### src/rtl/display_pkg.sv
// Shared constants, scan state type and small helpers for the 8-digit
// multiplexed 7-segment display path.
package display_pkg;

  localparam int NUM_DIGITS = 8;
  localparam int SEG_W      = 7;
  localparam int FRAME_W    = NUM_DIGITS * SEG_W;
  localparam int IDX_W      = $clog2(NUM_DIGITS);

  typedef enum logic {
    BLANK = 1'b0,
    SHOW  = 1'b1
  } scan_state_t;

  // Per-pin polarity: a logical 1 (lit/selected) becomes 0 on an active-low pin.
  function automatic logic apply_pol(input logic value, input logic active_low);
    return value ^ active_low;
  endfunction

  function automatic logic [SEG_W-1:0] get_digit(input logic [FRAME_W-1:0] frame,
                                                 input logic [IDX_W-1:0]   idx);
    return frame[idx*SEG_W +: SEG_W];
  endfunction

endpackage

### src/rtl/display_scanner_scan_timer.sv
// Phase timer: counts cycles from 0 and flags the last cycle of a phase of
// i_limit cycles; it wraps to 0 on its own so it never runs past the limit.
module scan_timer #(
  parameter int W = 16
) (
  input  logic         i_clock,
  input  logic         i_reset,
  input  logic         i_clear,
  input  logic [W-1:0] i_limit,
  output logic         o_tc
);

  logic [W-1:0] r_count;

  assign o_tc = (r_count == (i_limit - W'(1)));

  always_ff @(posedge i_clock) begin
    if (i_reset || i_clear || o_tc) begin
      r_count <= '0;
    end else begin
      r_count <= r_count + W'(1);
    end
  end

endmodule

### src/rtl/display_scanner.sv
// Double-buffered frame sink that time-multiplexes 8 digits onto a shared
// segment bus; new frames take effect only at frame boundaries.
module display_scanner
  import display_pkg::*;
#(
  parameter int DWELL_CYCLES   = 50000,
  parameter int BLANK_CYCLES   = 500,
  parameter bit SEG_ACTIVE_LOW = 1'b1,
  parameter bit DIG_ACTIVE_LOW = 1'b1
) (
  input  logic                  i_clock,
  input  logic                  i_reset,
  input  logic                  i_enable,
  input  logic [FRAME_W-1:0]    i_frame_in,
  input  logic                  i_frame_valid,
  output logic                  o_frame_ready,
  input  logic [NUM_DIGITS-1:0] i_blank_mask,
  output logic [SEG_W-1:0]      o_seg_out,
  output logic [NUM_DIGITS-1:0] o_dig_out,
  output logic                  o_frame_done
);

  localparam int MAX_CYC = (DWELL_CYCLES > BLANK_CYCLES) ? DWELL_CYCLES : BLANK_CYCLES;
  localparam int CW      = $clog2(MAX_CYC + 1);
  localparam logic [SEG_W-1:0]      SEG_OFF = {SEG_W{SEG_ACTIVE_LOW}};
  localparam logic [NUM_DIGITS-1:0] DIG_OFF = {NUM_DIGITS{DIG_ACTIVE_LOW}};

  scan_state_t           r_state;
  logic [IDX_W-1:0]      r_idx;
  logic [FRAME_W-1:0]    r_active;
  logic [FRAME_W-1:0]    r_pending;
  logic                  r_ready;
  logic [SEG_W-1:0]      r_seg;
  logic [NUM_DIGITS-1:0] r_dig;
  logic                  r_done;

  scan_state_t           w_state_nx;
  logic [CW-1:0]         w_limit;
  logic                  w_tc;
  logic                  w_blank_end;
  logic                  w_show_end;
  logic                  w_last;
  logic                  w_done_nx;
  logic                  w_promote;
  logic                  w_lit;
  logic [IDX_W-1:0]      w_idx_nx;
  logic [FRAME_W-1:0]    w_active_nx;
  logic [SEG_W-1:0]      w_seg_sel;
  logic [NUM_DIGITS-1:0] w_dig_sel;
  logic [SEG_W-1:0]      w_seg_nx;
  logic [NUM_DIGITS-1:0] w_dig_nx;

  assign w_limit     = (r_state == SHOW) ? CW'(DWELL_CYCLES) : CW'(BLANK_CYCLES);
  assign w_blank_end = (r_state == BLANK) && ((BLANK_CYCLES == 0) || w_tc);
  assign w_show_end  = (r_state == SHOW) && w_tc;
  assign w_last      = (r_idx == IDX_W'(NUM_DIGITS - 1));
  assign w_done_nx   = i_enable && w_show_end && w_last;
  // Pending only moves to active at a frame boundary or while the display is dark.
  assign w_promote   = !r_ready && (!i_enable || w_done_nx);
  assign w_active_nx = w_promote ? r_pending : r_active;
  assign w_idx_nx    = !i_enable ? '0 :
                       w_show_end ? (w_last ? '0 : r_idx + IDX_W'(1)) : r_idx;

  scan_timer #(.W(CW)) u_timer (
    .i_clock (i_clock),
    .i_reset (i_reset),
    .i_clear (!i_enable || w_blank_end || w_show_end),
    .i_limit (w_limit),
    .o_tc    (w_tc)
  );

  always_comb begin
    w_state_nx = r_state;
    if (!i_enable) begin
      w_state_nx = BLANK;
    end else if (w_blank_end) begin
      w_state_nx = SHOW;
    end else if (w_show_end) begin
      w_state_nx = (BLANK_CYCLES == 0) ? SHOW : BLANK;
    end
  end

  // Pin values are computed for the state being entered so they change with it.
  assign w_lit     = i_enable && (w_state_nx == SHOW);
  assign w_seg_sel = w_lit ? get_digit(w_active_nx, w_idx_nx) : '0;
  assign w_dig_sel = (w_lit && !i_blank_mask[w_idx_nx]) ? (NUM_DIGITS'(1) << w_idx_nx) : '0;

  always_comb begin
    w_seg_nx = '0;
    w_dig_nx = '0;
    for (int b = 0; b < SEG_W; b++) begin
      w_seg_nx[b] = apply_pol(w_seg_sel[b], SEG_ACTIVE_LOW);
    end
    for (int b = 0; b < NUM_DIGITS; b++) begin
      w_dig_nx[b] = apply_pol(w_dig_sel[b], DIG_ACTIVE_LOW);
    end
  end

  always_ff @(posedge i_clock) begin
    if (i_reset) begin
      r_state   <= BLANK;
      r_idx     <= '0;
      r_active  <= '0;
      r_pending <= '0;
      r_ready   <= 1'b1;
      r_seg     <= SEG_OFF;
      r_dig     <= DIG_OFF;
      r_done    <= 1'b0;
    end else begin
      r_state  <= w_state_nx;
      r_idx    <= w_idx_nx;
      r_active <= w_active_nx;
      r_seg    <= w_seg_nx;
      r_dig    <= w_dig_nx;
      r_done   <= w_done_nx;
      // Ready is low whenever pending is full, so capture and promotion are exclusive.
      if (w_promote) begin
        r_ready <= 1'b1;
      end else if (i_frame_valid && r_ready) begin
        r_pending <= i_frame_in;
        r_ready   <= 1'b0;
      end
    end
  end

  assign o_frame_ready = r_ready;
  assign o_seg_out     = r_seg;
  assign o_dig_out     = r_dig;
  assign o_frame_done  = r_done;

endmodule

### config.mk
export PLATFORM = sky130hd
export DESIGN_NAME = display_scanner
export DESIGN_NICKNAME = d
export VERILOG_FILES = /design/src/rtl/display_pkg.sv /design/src/rtl/display_scanner_scan_timer.sv /design/src/rtl/display_scanner.sv
export SDC_FILE = /design/constraint.sdc
export NUM_CORES = 1
export LEC_CHECK = 0
export ABC_AREA = 1
export CAP_MARGIN = 20
export CORE_UTILIZATION = 49
export DETAILED_ROUTE_END_ITERATION = 12
export PLACE_DENSITY = 0.76
export SYNTH_ARGS = -nofsm -noshare
export SYNTH_HDL_FRONTEND = slang
export SYNTH_SLANG_ARGS = --single-unit
### constraint.sdc
create_clock -name i_clock -period 2.2 [get_ports i_clock]
set_input_delay 0.44 -clock i_clock [delete_from_list [all_inputs] [get_ports i_clock]]
set_output_delay 0.44 -clock i_clock [all_outputs]
set_load 0.05 [all_outputs]
==> out/results.txt, run 1 <==
CP startpoint kind - flip-flop
Row cnt - 40
Post-CTS Hold Buffers - 0
Area leader, netlist - dfxtp_1
Largest net degree at the start of global routing - 61
Clock buffer depth - 2
Drt first pass iters - 5
Clock tree root buffer cell - clkbuf_16
Hold Crit Depth - 2
Area growth from synthesis to layout - 44.88%
Critical path class - flip-flop to flip-flop
WL per Instance - 14.85 microns
Input/output buffers - 84
Hold Startpoint - i_reset
Peak Freq - 0.3955 GHz
Setup ws final - -328.4 ps
Die extent in x - 113.8 microns
Grt ovf - 0
CTS tree - yes
Antenna violations before repair - 0
R2R Setup Slk - -330 ps
Final wirelength - 17610 microns
FF-to-FF End - o_seg_out[2]
Busiest grt layer - met2
HP Class - input port to flip-flop
Via count - 6006
Met1 usage in global routing - 0.3631
Max Cap Viol - 0
Final worst path period need - 2528 ps
Antenna cells - 0
Non-filler instance count after layout - 1186
Grt met3 use - 0.05101
Status - complete, but fails checks
Most common cell in the synthesized netlist - nor2_1
Required @ worst endpoint - 2520 ps
Fin. Hold Viols - 0
Arrival time worst endpoint - 2840 ps
Met2 Use GR - 0.4455
Failing checks - setup timing
Min-Delay Endpoint - r_idx[2]
Post-Synthesis Cells - 853
RR Startpoint - u_timer.r_count[5]
GRT Util Overall - 0.2722
Top cells by count, synth - 169 x nor2_1, 155 x nand2_1, 149 x dfxtp_1, 107 x inv_1, 104 x o21ai_0
Vias in the first global route - 5605
Yosys top cell area share - 0.4867
Pin slew with the least headroom to its limit - 666.0 ps
Post-synthesis async set-or-reset flop share - 0
Synth area leaders - dfxtp_1 49%, nor2_1 10%, nand2_1 9.5%
Post-synth top flop - dfxtp_1
Full die area - 0.01296 sq mm
Util after Layout - 0.7331
Placeable Area - 0.01211 sq mm
CP endpoint kind - flip-flop
Initial core utilization - 0.5060
Power Density - 764.6 mW/mm^2
Seq/Total Area, Yosys - 0.4867
Clock latency on the worst-skew pair - 420 ps
Clock transition at path regs - 60 ps
Period Utilization, post-route - 1.149
CTS buffer count - 17
Clock H-tree levels - 4
Final setup vio count - 32
Yosys reg bits - 149
Pre-CTS setup slack - -440.9 ps
Final setup skew - 7.709 ps
Syn nets - 926
Synth unique cells - 27
Share of layout cells above drive strength 1 - 0.2308
Max-slew violations - 0
TNS Setup - -4224 ps
Leak - 3.717 nW
Remaining routing DRC violations - 0
First-pass GRT wire length - 27210 microns
Die H - 113.8 microns
RSZ-0062 raised after global routing - true
First DRT Iteration DRCs - 421
Peak VDD IR - 0.0004050 V
Routed Antenna Nets - 0
Detail Placement HPWL - 10290 microns
Mapped Avg Cell Area - 7.184 sq um
Slew headroom - 0.5560
Vias per std cell - 5.064
CTS Sinks - 149
R2R cell count - 18
Final nets - 1078
Syn Std Cell Area - 0.006128 sq mm
Hold Slack - 348.8 ps
EDFF count, synth - 0
Gpl congestion - 0.8979
Placed Cells - 1133
Worst-path fanout max - 8
I/O Pins - 85
Synth Warn # - 0
Fillers - 877
-- worst max path at each step --
stage	from	endpoint	slack (ps)	depth (start not counted)
after floorplan	u_timer.r_count[5]	o_seg_out[0]	-70	17
after global placement	u_timer.r_count[5]	o_seg_out[5]	-370	17
after detailed placement	u_timer.r_count[0]	o_seg_out[5]	-440	18
after CTS	u_timer.r_count[1]	o_seg_out[4]	-120	17
after global routing	u_timer.r_count[9]	o_seg_out[4]	-450	18
final	u_timer.r_count[5]	o_seg_out[2]	-330	18
-- critical path, cell delays in order, from the launching register on --
cell and delay, ps:
dfxtp_2 330, or2_4 250, o31ai_4 260, nand3_2 140
inv_2 100, ha_4 180, nand2_4 60, nand2_4 110
nand2_8 90, buf_12 150, buf_16 140, nand2_1 50
o21ai_1 80, nand2_1 90, nand2_1 70, nor2_1 90
nand2_1 80, o21ai_1 80, nand2_1 70
-- per-layer routing --
layer	vias up	share of wire
li1	2986	-
met1	2771	0.44
met2	211	0.48
met3	38	0.056
met4	0	0.021
met5	-	0
-- stage by stage --
stage                     cell area, sq um  total power [mW]
after floorplan                       6152             3.296
after global routing                  8879             7.010
after global placement                7508             3.552
after detailed placement              7508             3.568
after CTS                             8635             6.705
final                                 8879             6.788
-- logic make-up after synthesis --
logic type | count (synthesis) | share of synthesized area
simple gates | 378 | 0.2507
compound gates | 165 | 0.1386
buf+inv | 150 | 0.1051
flops | 149 | 0.4867
xor+xnor | 6 | 0.008575
fa+ha+maj | 5 | 0.01021
-- layout by cell type (no fill, tap or decap), types with 17 or more instances in the layout --
cell,instances
buf_4,70
clkbuf_16,17
nand2_2,22
o21ai_1,28
o21ai_2,30
nor2_1,159
a21oi_1,29
o21ai_0,64
inv_1,96
nand2_1,129
clkdlybuf4s50_1,83
dfxtp_1,144
-- area by class of cell --
class,count,area [sq um],area share
clock buffer,21,460.4,0.05186
clock inverter,11,171.4,0.01931
inverter,108,409.1,0.04608
multi-input combinational,555,2950,0.3323
sequential,149,2989,0.3367
tap,168,210.2,0.02368
timing repair buffer,174,1688,0.1901
-- flip-flops by register name (all words and copies together) (netlist names) --
name,cells
o_dig_out,8
r_state,1
o_seg_out,7
r_pending,56
r_idx,3
o_frame_ready,1
r_active,56
u_timer.r_count,16
o_frame_done,1
-- power by group --
part           switching, mW  total [mW]  internal (mW)  leakage [nW]
clock network           1.14        3.10           1.96         0.304
registers             0.0744        2.91           2.84          1.22
logic                  0.426       0.777          0.351          2.19
-- what timing repair did --
| item | CTS | global route |
|---|---|---|
| gates resized for setup | 81 | 95 |
| setup buffers | 20 | 4 |
| cloned | 3 | 1 |
| pin swaps | 29 | 14 |
| setup endpoints to repair | 53 | 86 |
Power figures use the tool's default switching activity.
==> inputs of run 2 (changes only) <==
- CAP_MARGIN: 20 -> 15
- CORE_UTILIZATION: 49 -> 54
- PLACE_DENSITY: 0.76 -> 0.79
- clock period: 2.2 -> 2.7 ns (I/O delays scaled with it)
==> run 2 against run 1 <==
  * The run now ends clean
  * Largest power group is now registers
  * Critical endpoint is now o_dig_out[6]
  * Die area down 9.1%
  * Routed wire length down 15%
  * Utilization fell by 1.3 points
==> out/results.txt, run 2 (synthesized netlist as in run 1, its figures left out) <==
Design Area, Final - 0.007876 sq mm (was 0.008879 sq mm)
Worst-path fanout max - 8 (unchanged)
CTS buffer count - 17 (unchanged)
GRT Util Overall - 0.2594 (was 0.2722)
Grt ovf - 0 (unchanged)
CP endpoint kind - flip-flop (unchanged)
Clock buffer depth - 2 (unchanged)
Arrival time worst endpoint - 2880 ps (was 2840 ps)
Power Density - 655.9 mW/mm^2 (was 764.6 mW/mm^2)
Pin slew with the least headroom to its limit - 1005 ps (was 666.0 ps)
TNS Setup - 0 ps (was -4224 ps)
Largest net degree at the start of global routing - 78 (was 61)
Max-slew violations - 0 (unchanged)
Critical Path Most Common Cell - nand2_1 (unchanged)
Max Cap Viol - 0 (unchanged)
Routed Antenna Nets - 0 (unchanged)
Detail Placement HPWL - 9739 microns (was 10290 microns)
HP Class - flip-flop to flip-flop (was input port to flip-flop)
CTS Sinks - 149 (unchanged)
Final wirelength - 15050 microns (was 17610 microns)
Die H - 108.5 microns (was 113.8 microns)
Worst path cell trace - nand2_1 -> inv_1 -> nand2_1 -> o21ai_0 -> nand3_2 -> inv_2 -> ha_4 -> buf_6 -> nand2_2 -> nand2_4 -> nand2_8 -> nand2_1 -> nand2_1 -> nand2_1 -> nand2_1 -> a21oi_4 -> nand4_1 (was or2_4 -> o31ai_4 -> nand3_2 -> inv_2 -> ha_4 -> nand2_4 -> nand2_4 -> nand2_8 -> buf_12 -> buf_16 -> nand2_1 -> o21ai_1 -> nand2_1 -> nand2_1 -> nor2_1 -> nand2_1 -> o21ai_1 -> nand2_1)
Final worst path period need - 2606 ps (was 2528 ps)
First-pass GRT wire length - 23420 microns (was 27210 microns)
Overall Power - 5.166 mW (was 6.788 mW)
Initial core utilization - 0.5604 (was 0.5060)
CP startpoint - u_timer.r_count[5] (unchanged)
Clock tree root buffer cell - clkbuf_16 (unchanged)
Die extent in x - 108.5 microns (was 113.8 microns)
Vias per std cell - 5.112 (was 5.064)
WL per Instance - 13.83 microns (was 14.85 microns)
Util after Layout - 0.7203 (was 0.7331)
Drt first pass iters - 5 (unchanged)
Peak VDD IR - 0.0003437 V (was 0.0004050 V)
Row cnt - 38 (was 40)
Commonest cells after routing, fill and taps aside - 169 x nor2_1, 151 x nand2_1, 147 x dfxtp_1, 103 x inv_1, 102 x o21ai_0 (was 159 x nor2_1, 144 x dfxtp_1, 129 x nand2_1, 96 x inv_1, 83 x clkdlybuf4s50_1)
Crit path largest cell delay - 390 ps (was 330 ps)
Final setup skew - 9.901 ps (was 7.709 ps)
Area after DPL - 0.007015 sq mm (was 0.007508 sq mm)
Placeable Area - 0.01094 sq mm (was 0.01211 sq mm)
Hold Startpoint - u_timer.r_count[0] (was i_reset)
Status - complete, no violations (was complete, but fails checks)
Clock latency on the worst-skew pair - 420 ps (about the same)
Gpl congestion - 0.8903 (was 0.8979)
Antenna violations before repair - 0 (unchanged)
Fin. Hold Viols - 0 (unchanged)
Final setup vio count - 0 (was 32)
Full die area - 0.01178 sq mm (was 0.01296 sq mm)
Period Utilization, post-route - 0.9652 (was 1.149)
Via count - 5562 (was 6006)
I/O Pins - 85 (unchanged)
Area growth from synthesis to layout - 28.52% (was 44.88%)
R2R cell count - 17 (was 18)
Largest registers - r_active (56), r_pending (56), u_timer.r_count (16) (unchanged)
Final nets - 1009 (was 1078)
Remaining routing DRC violations - 0 (unchanged)
Share of layout cells above drive strength 1 - 0.08544 (was 0.2308)
Clock H-tree levels - 4 (unchanged)
First DRT Iteration DRCs - 442 (was 421)
RR Startpoint - u_timer.r_count[5] (unchanged)
Critical path class - flip-flop to flip-flop (unchanged)
Leak - 3.250 nW (was 3.717 nW)
Vias in the first global route - 4861 (was 5605)
Hold Crit Depth - 1 (was 2)
Input/output buffers - 84 (unchanged)
Antenna cells - 0 (unchanged)
Slew headroom - 0.3262 (was 0.5560)
Most common cell after layout, fill and taps aside - nor2_1 (unchanged)
Clock transition at path regs - 60 ps (about the same)
CP startpoint kind - flip-flop (unchanged)
CP max-delay cell - dfxtp_1 (was dfxtp_2)
Required @ worst endpoint - 2980 ps (was 2520 ps)
Peak Freq - 0.3837 GHz (was 0.3955 GHz)
CTS tree - yes (unchanged)
## run 2: changes by cell type in the layout (fill, tap and decap cells not counted), sizes merged
cell | before | now
clkinvlp | 3 | 5
clkbuf | 21 | 22
buf | 91 | 21
bufinv | 4 | 2
nand2 | 161 | 160
## run 2: report_power, final
group / switching [mW] / leakage (nW) / internal [mW]
clock network: 0.913 / 0.275 / 1.41
registers: 0.0455 / 1.22 / 2.31
logic: 0.281 / 1.75 / 0.209
total: 1.24 / 3.25 / 3.93
## run 2: area by class of cell
type                       instances  area (sq um)
timing repair buffer             106          1119
clock inverter                    11         126.4
clock buffer                      20         456.7
inverter                         108         409.1
sequential                       149          2988
tap                              140         175.2
multi-input combinational        554          2603
fill                             867          3059
## run 2: through the flow
step | hold slack [ps] | setup slack (ps) | cells
floorplan | 417.5 | 368.1 | 853
CTS | 447.7 | 17.76 | 1077
global placement | 433.3 | -10.31 | 1045
global route | 481.9 | -88.30 | 1088
finish | 445.7 | 93.85 | 1088
detailed placement | 439.9 | -106.2 | 1045
## run 2: critical path, delay by kind of cell (launching register included)
family / cells / cell delay (ps)
AOI/OAI and AO/OA: 2 / 460
adders and majority gates: 1 / 140
buffers and inverters: 3 / 360
DFF: 1 / 390
and+or+nand+nor: 11 / 1120
## run 2: what timing repair did
| action | CTS | global route |
|---|---|---|
| resized for setup | 1 | 28 |
| gates cloned | 0 | 2 |
| buffers inserted | 1 | 9 |
| pin swaps | 2 | 8 |
| hold buffers | 0 | 0 |
| setup endpoints to repair | 5 | 23 |
| hold endpoints to repair | 0 | 0 |
## run 2: path summary, 6_finish.rpt
check	endpoint	slack [ps]
worst max-delay path	o_dig_out[6]	90
worst min-delay path	u_timer.r_count[0]	450
worst max register to register	o_dig_out[6]	90
worst min register to register	u_timer.r_count[0]	450
## run 2: layer usage
metal,up-vias,share of wire,global-route usage
met2,198,0.43,0.3766
li1,2845,-,-
met5,-,0,0
met4,0,0.016,0.08494
met1,2495,0.49,0.3746
met3,24,0.067,0.06329
